$ cat src/rtl/ahb_pkg.sv
// Shared AHB definitions: transfer/burst encodings and the burst-length helper
// used by the bus arbiter.
package ahb_pkg;

  localparam int MASTER_IDX_W = 4;

  typedef enum logic [1:0] {
    HT_IDLE   = 2'd0,
    HT_BUSY   = 2'd1,
    HT_NONSEQ = 2'd2,
    HT_SEQ    = 2'd3
  } htrans_e;

  typedef enum logic [2:0] {
    HB_SINGLE = 3'd0,
    HB_INCR   = 3'd1,
    HB_WRAP4  = 3'd2,
    HB_INCR4  = 3'd3,
    HB_WRAP8  = 3'd4,
    HB_INCR8  = 3'd5,
    HB_WRAP16 = 3'd6,
    HB_INCR16 = 3'd7
  } hburst_e;

  // Undefined-length INCR counts as a single beat so it can be re-arbitrated every beat.
  function automatic logic [4:0] burst_len(input logic [2:0] burst);
    case (burst)
      HB_WRAP4, HB_INCR4:   burst_len = 5'd4;
      HB_WRAP8, HB_INCR8:   burst_len = 5'd8;
      HB_WRAP16, HB_INCR16: burst_len = 5'd16;
      default:              burst_len = 5'd1;
    endcase
  endfunction

endpackage

$ cat src/rtl/ahb_rr_picker.sv
// Combinational rotating-priority picker: the requester closest after the
// current index wins, with the current index itself searched last.
module ahb_rr_picker
  import ahb_pkg::*;
#(
  parameter int NUM_MASTERS = 4
) (
  input  logic [NUM_MASTERS-1:0]  i_req,
  input  logic [MASTER_IDX_W-1:0] i_cur,
  output logic [NUM_MASTERS-1:0]  o_grant,
  output logic                    o_valid
);

  logic [4:0] w_cur;
  logic [4:0] w_jIdx;
  logic [4:0] w_pri;
  logic [4:0] w_bestPri;

  assign w_cur = {1'b0, i_cur};

  // Each candidate gets a distance 1..NUM_MASTERS from the current index; smallest wins.
  always_comb begin
    o_grant   = '0;
    o_valid   = 1'b0;
    w_bestPri = 5'h1f;
    w_jIdx    = '0;
    w_pri     = '0;
    for (int j = 0; j < NUM_MASTERS; j++) begin
      w_jIdx = 5'(j);
      w_pri  = (w_jIdx > w_cur) ? (w_jIdx - w_cur) : (w_jIdx + 5'(NUM_MASTERS) - w_cur);
      if (i_req[j] && (w_pri < w_bestPri)) begin
        w_bestPri  = w_pri;
        o_grant    = '0;
        o_grant[j] = 1'b1;
        o_valid    = 1'b1;
      end
    end
  end

endmodule

$ cat src/rtl/ahb_bus_arbiter.sv
// Round-robin AHB arbiter: registered one-hot grant, address-phase owner and
// lock flag, holding the bus across fixed-length bursts and locked sequences.
module ahb_bus_arbiter
  import ahb_pkg::*;
#(
  parameter int NUM_MASTERS    = 4,
  parameter int DEFAULT_MASTER = 0
) (
  input  logic                    HCLK_i,
  input  logic                    HRESET_i,
  input  logic [NUM_MASTERS-1:0]  HBUSREQ_i,
  input  logic [NUM_MASTERS-1:0]  HLOCK_i,
  input  logic [1:0]              HTRANS_i,
  input  logic [2:0]              HBURST_i,
  input  logic                    HREADY_i,
  output logic [NUM_MASTERS-1:0]  HGRANT_o,
  output logic [MASTER_IDX_W-1:0] HMASTER_o,
  output logic                    HMASTLOCK_o
);

  localparam logic [NUM_MASTERS-1:0] DEF_GRANT =
    {{(NUM_MASTERS-1){1'b0}}, 1'b1} << DEFAULT_MASTER;

  logic [NUM_MASTERS-1:0]  r_grant;
  logic [MASTER_IDX_W-1:0] r_master;
  logic                    r_mastLock;
  logic [3:0]              r_rem;

  logic [3:0]              w_remNext;
  logic [MASTER_IDX_W-1:0] w_grantIdx;
  logic                    w_lockG;
  logic                    w_arbAllowed;
  logic [NUM_MASTERS-1:0]  w_pickGrant;
  logic                    w_pickValid;

  always_comb begin
    w_grantIdx = '0;
    for (int i = 0; i < NUM_MASTERS; i++) begin
      if (r_grant[i]) w_grantIdx = MASTER_IDX_W'(i);
    end
  end

  assign w_lockG = |(HLOCK_i & r_grant);

  always_comb begin
    w_remNext = r_rem;
    case (HTRANS_i)
      HT_IDLE:   w_remNext = '0;
      HT_BUSY:   w_remNext = r_rem;
      HT_NONSEQ: w_remNext = 4'(burst_len(HBURST_i) - 5'd1);
      HT_SEQ:    w_remNext = (r_rem != 4'd0) ? (r_rem - 4'd1) : 4'd0;
      default:   w_remNext = r_rem;
    endcase
  end

  // Switching at rem_next<=1 lets the next owner's address phase follow the last beat.
  assign w_arbAllowed = HREADY_i && (w_remNext <= 4'd1) && !w_lockG;

  ahb_rr_picker #(
    .NUM_MASTERS(NUM_MASTERS)
  ) u_picker (
    .i_req   (HBUSREQ_i),
    .i_cur   (w_grantIdx),
    .o_grant (w_pickGrant),
    .o_valid (w_pickValid)
  );

  always_ff @(posedge HCLK_i) begin
    if (HRESET_i) begin
      r_grant    <= DEF_GRANT;
      r_master   <= MASTER_IDX_W'(DEFAULT_MASTER);
      r_mastLock <= 1'b0;
      r_rem      <= '0;
    end else if (HREADY_i) begin
      r_rem      <= w_remNext;
      r_master   <= w_grantIdx;
      r_mastLock <= w_lockG;
      if (w_arbAllowed) r_grant <= w_pickValid ? w_pickGrant : DEF_GRANT;
    end
  end

  assign HGRANT_o    = r_grant;
  assign HMASTER_o   = r_master;
  assign HMASTLOCK_o = r_mastLock;

endmodule

$ cat config.mk
export PLATFORM = sky130hd
export DESIGN_NAME = ahb_bus_arbiter
export DESIGN_NICKNAME = d
export VERILOG_FILES = /design/src/rtl/ahb_pkg.sv /design/src/rtl/ahb_rr_picker.sv /design/src/rtl/ahb_bus_arbiter.sv
export SDC_FILE = /design/constraint.sdc
export NUM_CORES = 1
export LEC_CHECK = 0
export ABC_CLOCK_PERIOD_IN_PS = 19200
export CORE_ASPECT_RATIO = 1.5
export CORE_MARGIN = 1.5
export CORE_UTILIZATION = 44
export CTS_BUF_LIST = sky130_fd_sc_hd__clkbuf_16
export DETAILED_ROUTE_END_ITERATION = 8
export GPL_TIMING_DRIVEN = 0
export PLACE_DENSITY_LB_ADDON = 0.12
export RECOVER_POWER = 50
export SLEW_MARGIN = 20
export SYNTH_ARGS = -nofsm -noshare
export SYNTH_HDL_FRONTEND = slang
export SYNTH_HIERARCHICAL = 1
export SYNTH_SLANG_ARGS = --single-unit
$ cat constraint.sdc
create_clock -name HCLK_i -period 19.2 [get_ports HCLK_i]
set_clock_uncertainty 0.1 [all_clocks]
set_input_delay 5.76 -clock HCLK_i [delete_from_list [all_inputs] [get_ports HCLK_i]]
set_output_delay 5.76 -clock HCLK_i [all_outputs]
set_load 0.1 [all_outputs]
==> results of run 1 <==
-- layout make-up --
| class | instances | share of cell area |
|---|---|---|
| flip-flops and latches | 11 | 0.1042 |
| well taps | 43 | 0.02546 |
| plain buffers | 10 | 0.02842 |
| clock inverters | 1 | 0.001776 |
| clock buffers | 3 | 0.03552 |
| repair buffers | 21 | 0.09947 |
| inverters | 14 | 0.02487 |
| multi-input cells | 198 | 0.6803 |
-- logic make-up (layout without fill, tap and decap cells) --
kind of cell | after synthesis | count (layout) | share of synthesized area
muxes | 6 | 6 | 0.03443
other | 1 | 8 | 0.002150
xor gates and xnor gates | 10 | 10 | 0.05452
DFF | 11 | 11 | 0.1263
and+or+nand+nor | 85 | 85 | 0.2834
adders and majority gates | 22 | 22 | 0.1578
buffers and inverters | 24 | 49 | 0.06456
AOI/OAI and AO/OA | 67 | 67 | 0.2769
-- registers in the layout, indices dropped and copies added, names as in the netlist --
signal / flops
r_rem: 4
HGRANT_o: 4
HMASTER_o: 2
HMASTLOCK_o: 1
-- metal layers --
metal | vias up | global-route usage | routed length [um]
met2 | 43 | 0.4108 | 2309
li1 | 898 | - | -
met3 | 8 | 0.009294 | 146
met1 | 808 | 0.2250 | 1754
met4 | 0 | 0.06500 | 108
met5 | - | 0 | 0
-- cells in the final DEF (no fill, tap or decap), types with 2 or more instances in the layout --
cell type / netlist / final
sky130_fd_sc_hd__a31oi_1: 2 / 2
sky130_fd_sc_hd__clkdlybuf4s50_1: 0 / 17
sky130_fd_sc_hd__a21oi_1: 14 / 14
sky130_fd_sc_hd__o21ai_0: 10 / 10
sky130_fd_sc_hd__nand2b_1: 8 / 8
sky130_fd_sc_hd__nor3_1: 7 / 7
sky130_fd_sc_hd__nand2_1: 14 / 14
sky130_fd_sc_hd__o22ai_1: 2 / 2
sky130_fd_sc_hd__xnor2_1: 7 / 7
sky130_fd_sc_hd__clkbuf_1: 2 / 3
sky130_fd_sc_hd__a211oi_1: 9 / 9
sky130_fd_sc_hd__nand3_1: 4 / 4
sky130_fd_sc_hd__dlygate4sd3_1: 0 / 4
sky130_fd_sc_hd__ha_1: 22 / 22
sky130_fd_sc_hd__xor2_1: 2 / 2
sky130_fd_sc_hd__a21o_1: 6 / 6
sky130_fd_sc_hd__dfxtp_1: 11 / 11
sky130_fd_sc_hd__nor2b_1: 7 / 7
sky130_fd_sc_hd__conb_1: 1 / 8
sky130_fd_sc_hd__o21a_1: 3 / 3
sky130_fd_sc_hd__a221oi_2: 2 / 2
sky130_fd_sc_hd__nand3b_1: 4 / 4
sky130_fd_sc_hd__buf_4: 3 / 3
sky130_fd_sc_hd__a21boi_0: 2 / 2
sky130_fd_sc_hd__nor2_1: 14 / 14
sky130_fd_sc_hd__buf_2: 2 / 2
sky130_fd_sc_hd__clkbuf_16: 0 / 3
sky130_fd_sc_hd__mux2i_1: 6 / 6
sky130_fd_sc_hd__or3_1: 2 / 2
sky130_fd_sc_hd__nand4_1: 6 / 6
sky130_fd_sc_hd__and2_1: 3 / 2
sky130_fd_sc_hd__inv_1: 14 / 15
sky130_fd_sc_hd__and2_4: 2 / 2
sky130_fd_sc_hd__nor3b_1: 3 / 3
-- metrics by stage --
step                      std cells  power [mW]
final                           301      0.1795
after global placement          297      0.1402
after detailed placement        297      0.1412
after global routing            301      0.1945
after floorplan                 233      0.1177
after CTS                       301      0.1788
-- worst paths after layout --
path | cells past startpoint | from | endpoint
setup / recovery | 24 | HBUSREQ_i[0] | HGRANT_o[0]$_SDFFE_PP1P_
hold / removal | 2 | HMASTLOCK_o$_SDFFE_PP0P_ | HMASTLOCK_o$_SDFFE_PP0P_
setup reg to reg | 32 | HGRANT_o[3]$_SDFFE_PP0P_ | HGRANT_o[0]$_SDFFE_PP1P_
hold reg to reg | 2 | HMASTLOCK_o$_SDFFE_PP0P_ | HMASTLOCK_o$_SDFFE_PP0P_
-- worst register-to-register path: cells and delay by family (launching register included) --
| family | cells | cell delay, ps |
|---|---|---|
| adder cells (fa/ha/maj) | 5 | 1340 |
| AND/OR/NAND/NOR | 14 | 2630 |
| buffers and inverters | 3 | 420 |
| flip-flops | 1 | 340 |
| AO/OA/AOI/OAI | 9 | 1540 |
| multiplexers | 1 | 130 |
-- power by group through the flow --
| stage | Sequential, mW | Combinational (mW) | Clock, mW |
|---|---|---|---|
| floorplan | 0.0359 | 0.0817 | 0 |
| global placement | 0.0271 | 0.113 | 0 |
| CTS | 0.0268 | 0.115 | 0.0371 |
| global route | 0.0270 | 0.129 | 0.0388 |
| detailed placement | 0.0271 | 0.114 | 0 |
| finish | 0.0268 | 0.116 | 0.0367 |
==> summary.md, run 1 <==
| Metric | Value |
|---|---|
| Result of the run | `finished, final reports clean` |
| Transition time of the tightest slew-check pin | `slightly below 1000 ps` |
| Final Setup Violations | `0` |
| Number of failing hold endpoints at the final stage | `0` |
| DRC violations left | `0` |
| Utilization after layout | `0.5636` |
| Sink count of the clock tree | `11` |
| Hold_ws | `about 370 ps` |
| Path type of the worst min-delay path | `reg2reg` |
| Clock transition at the registers of the reported paths | `~40 ps` |
| Cell Int Power | `99.24 uW` |
| Clk network pwr share | `0.205` |
| Clock latency reported for the late side of the worst-skew pair | `about 230 ps` |
| Data arrival time of the worst path | `about 11,000 ps` |
| Post-synthesis instance area | `about 1700 um2` |
| Multi-input logic area | `~1400 um2` |
| Post-DP Area | `approximately 2000 um2` |
| Post-CTS setup buffer count | `0` |
| Top cell family by delay on the critical path | `simple AND/OR/NAND/NOR gates` |
| Share of cells above drive strength 1 | `0.08915` |
| Worst path bufs/invs | `3` |
| Fill cell instance count of the final layout | `361` |
| Worst setup slack for register-to-register paths | `around 13,000 ps` |
| Critical path's most frequent cell | `sky130_fd_sc_hd__ha_1` |
| Initial Util | `0.4651` |
| Most common library cells after synthesis | `sky130_fd_sc_hd__ha_1, sky130_fd_sc_hd__a21oi_1, sky130_fd_sc_hd__inv_1, sky130_fd_sc_hd__nand2_1, sky130_fd_sc_hd__nor2_1` |
| Summed area of non-filler cells in the final layout | `approximately 2100 um2` |
| Crit. End Element | `register` |
| Number of buffers added to fix hold violations after cts | `0` |
| Die H | `~80 um` |
| Slew Limit Fails | `0` |
| Number of enable-type register cells in the synthesized netlist | `0` |
| CP Cell Sequence | `clkdlybuf4s50_1, clkbuf_1, nand2_1, inv_1, ha_1, o21ai_1, a311oi_2, a221oi_2, o21ai_0, and2_1, ha_1, and4_1, nand2_1, nand4b_1, a21o_1, o32a_1, ha_1, nand4_1, nand3b_1, a21oi_1, o21a_1, or4b_1, nor3b_1, mux2i_1` |
| Core Box Area | `3750 um2` |
| Post-CTS sizing | `0` |
| Die boundary width | `around 54 um` |
| FF+latch area | `220.2 um2` |
| Synthesized area divided by synthesized cell count | `~7.7 um2` |
| Routed wirelength normalized by instance count | `14.35 um` |
| Area of the die | `roughly 4400 um2` |
| Setup ws final | `around 8300 ps` |
| Pin count of the biggest net entering global routing | `11` |
| Detailed router's first-iteration violation count | `43` |
| Gate count of the mapped netlist | `roughly 230` |
| Max frequency | `0.09173 GHz` |
| Most repeated cell in the gate-level netlist after synthesis | `sky130_fd_sc_hd__ha_1` |
| Power per Cell Area | `84.96 nW/um2` |
| Via count of the first global-routing pass | `between 1,500 and 2,000` |
| Aggregate global routing overflow | `0` |
| Flip-flop and latch count after synthesis | `11` |
| RSZ-0062 raised after global routing | `no` |
| CTS tree | `done` |
| Final period demand of the worst path | `10,900 ps` |
| Cell types with the largest area share after synthesis | `sky130_fd_sc_hd__ha_1, sky130_fd_sc_hd__dfxtp_1, sky130_fd_sc_hd__a21oi_1` |
| Port bufs | `21` |
| Detailed-router iteration count before antenna repair | `4` |
| Reported net switching power | `around 80 uW` |
| Part of the total power dissipated in sequential elements | `0.149` |
| Mean number of vias per cell | `~5.8` |
| Proportion of total power due to net switching | `0.4473` |
| Clock root buffer | `sky130_fd_sc_hd__clkbuf_16` |
| Total clock buffers created by CTS | `3` |
| Cell variety after synth | `63` |
| Sequential element share of the synthesized area | `0.1263` |
| Longest individual stage delay on the worst path | `approximately 530 ps` |
| Kind of critical path | `in2reg` |
| Final GP Congestion | `0.8435` |
| Most instantiated flip-flop cell in the synthesis netlist | `sky130_fd_sc_hd__dfxtp_1` |
| Count of warnings emitted by yosys | `6` |
| Combinational share of power | `0.646` |
| Static Leakage | `0.9147 nW` |
| Wire length of the first global-routing pass | `slightly below 7000 um` |
| Worst vdd rail ir drop | `between 0.08 and 0.09 mV` |
| Post-DP HPWL | `3461 um` |
| Required @ worst endpoint | `19,260 ps` |
| H-tree lvl count | `1` |
| Largest area contributor in the synthesized netlist | `sky130_fd_sc_hd__ha_1` |
| Worst-case setup slack after placement | `8077 ps` |
| Number of antenna-violating nets in the routed design | `0` |
| Antenna diode instance count | `0` |
| Async set-reset flop share out of synthesis | `0` |
| Max-slew headroom | `0.3508` |
| Final-stage net count | `roughly 300` |
| Initial antenna violation count | `0` |
| Area delta synth->final | `21.16%` |
| Nature of the critical path startpoint | `input pin` |
| Row Count | `27` |
| Maximum fanout count along the critical path | `10` |
| Period utilisation layout | `0.5678` |
| Max Cap Viol | `0` |
| Slowest stage cell, crit path | `sky130_fd_sc_hd__or4b_1` |
| Global-route total usage across every layer | `0.2101` |
| # IOs | `25` |
| Final TNS setup | `0 ps` |
| Max clock buf depth | `2` |
| Total detailed-routing wirelength | `4318 um` |
| Synth top area share | `0.1578` |
| Total via count in the routed design | `1,757` |
No activity file was read; power rests on OpenSTA's default activity.
==> inputs of run 2 (changes only) <==
- ABC_CLOCK_PERIOD_IN_PS: 19200 -> 10420
- clock period: 19.2 -> 10.42 ns (I/O delays scaled with it)
==> results of run 2 <==
The final DEF is identical to that of run 1. Status: finished, final reports clean.
Among the figures that moved: setup slack after placement 8077 ps -> 1931 ps; setup slack after layout 8299 ps -> 2153 ps; register-to-register setup slack 12640 ps -> 3860 ps; total power 0.1795 mW -> 0.3308 mW; worst IR drop on VDD 0.08053 mV -> 0.1484 mV
==> inputs of run 3 (changes only) <==
- ABC_CLOCK_PERIOD_IN_PS: 10420 -> 8300
- clock period: 10.42 -> 8.3 ns (I/O delays scaled with it)
==> results of run 3 <==
The final DEF is identical to that of run 1. Status: finished, final reports clean.
Among the figures that moved: setup slack after placement 8077 ps -> 447.3 ps; setup slack after layout 8299 ps -> 668.6 ps; register-to-register setup slack 12640 ps -> 1740 ps; total power 0.1795 mW -> 0.4153 mW; worst IR drop on VDD 0.08053 mV -> 0.1863 mV
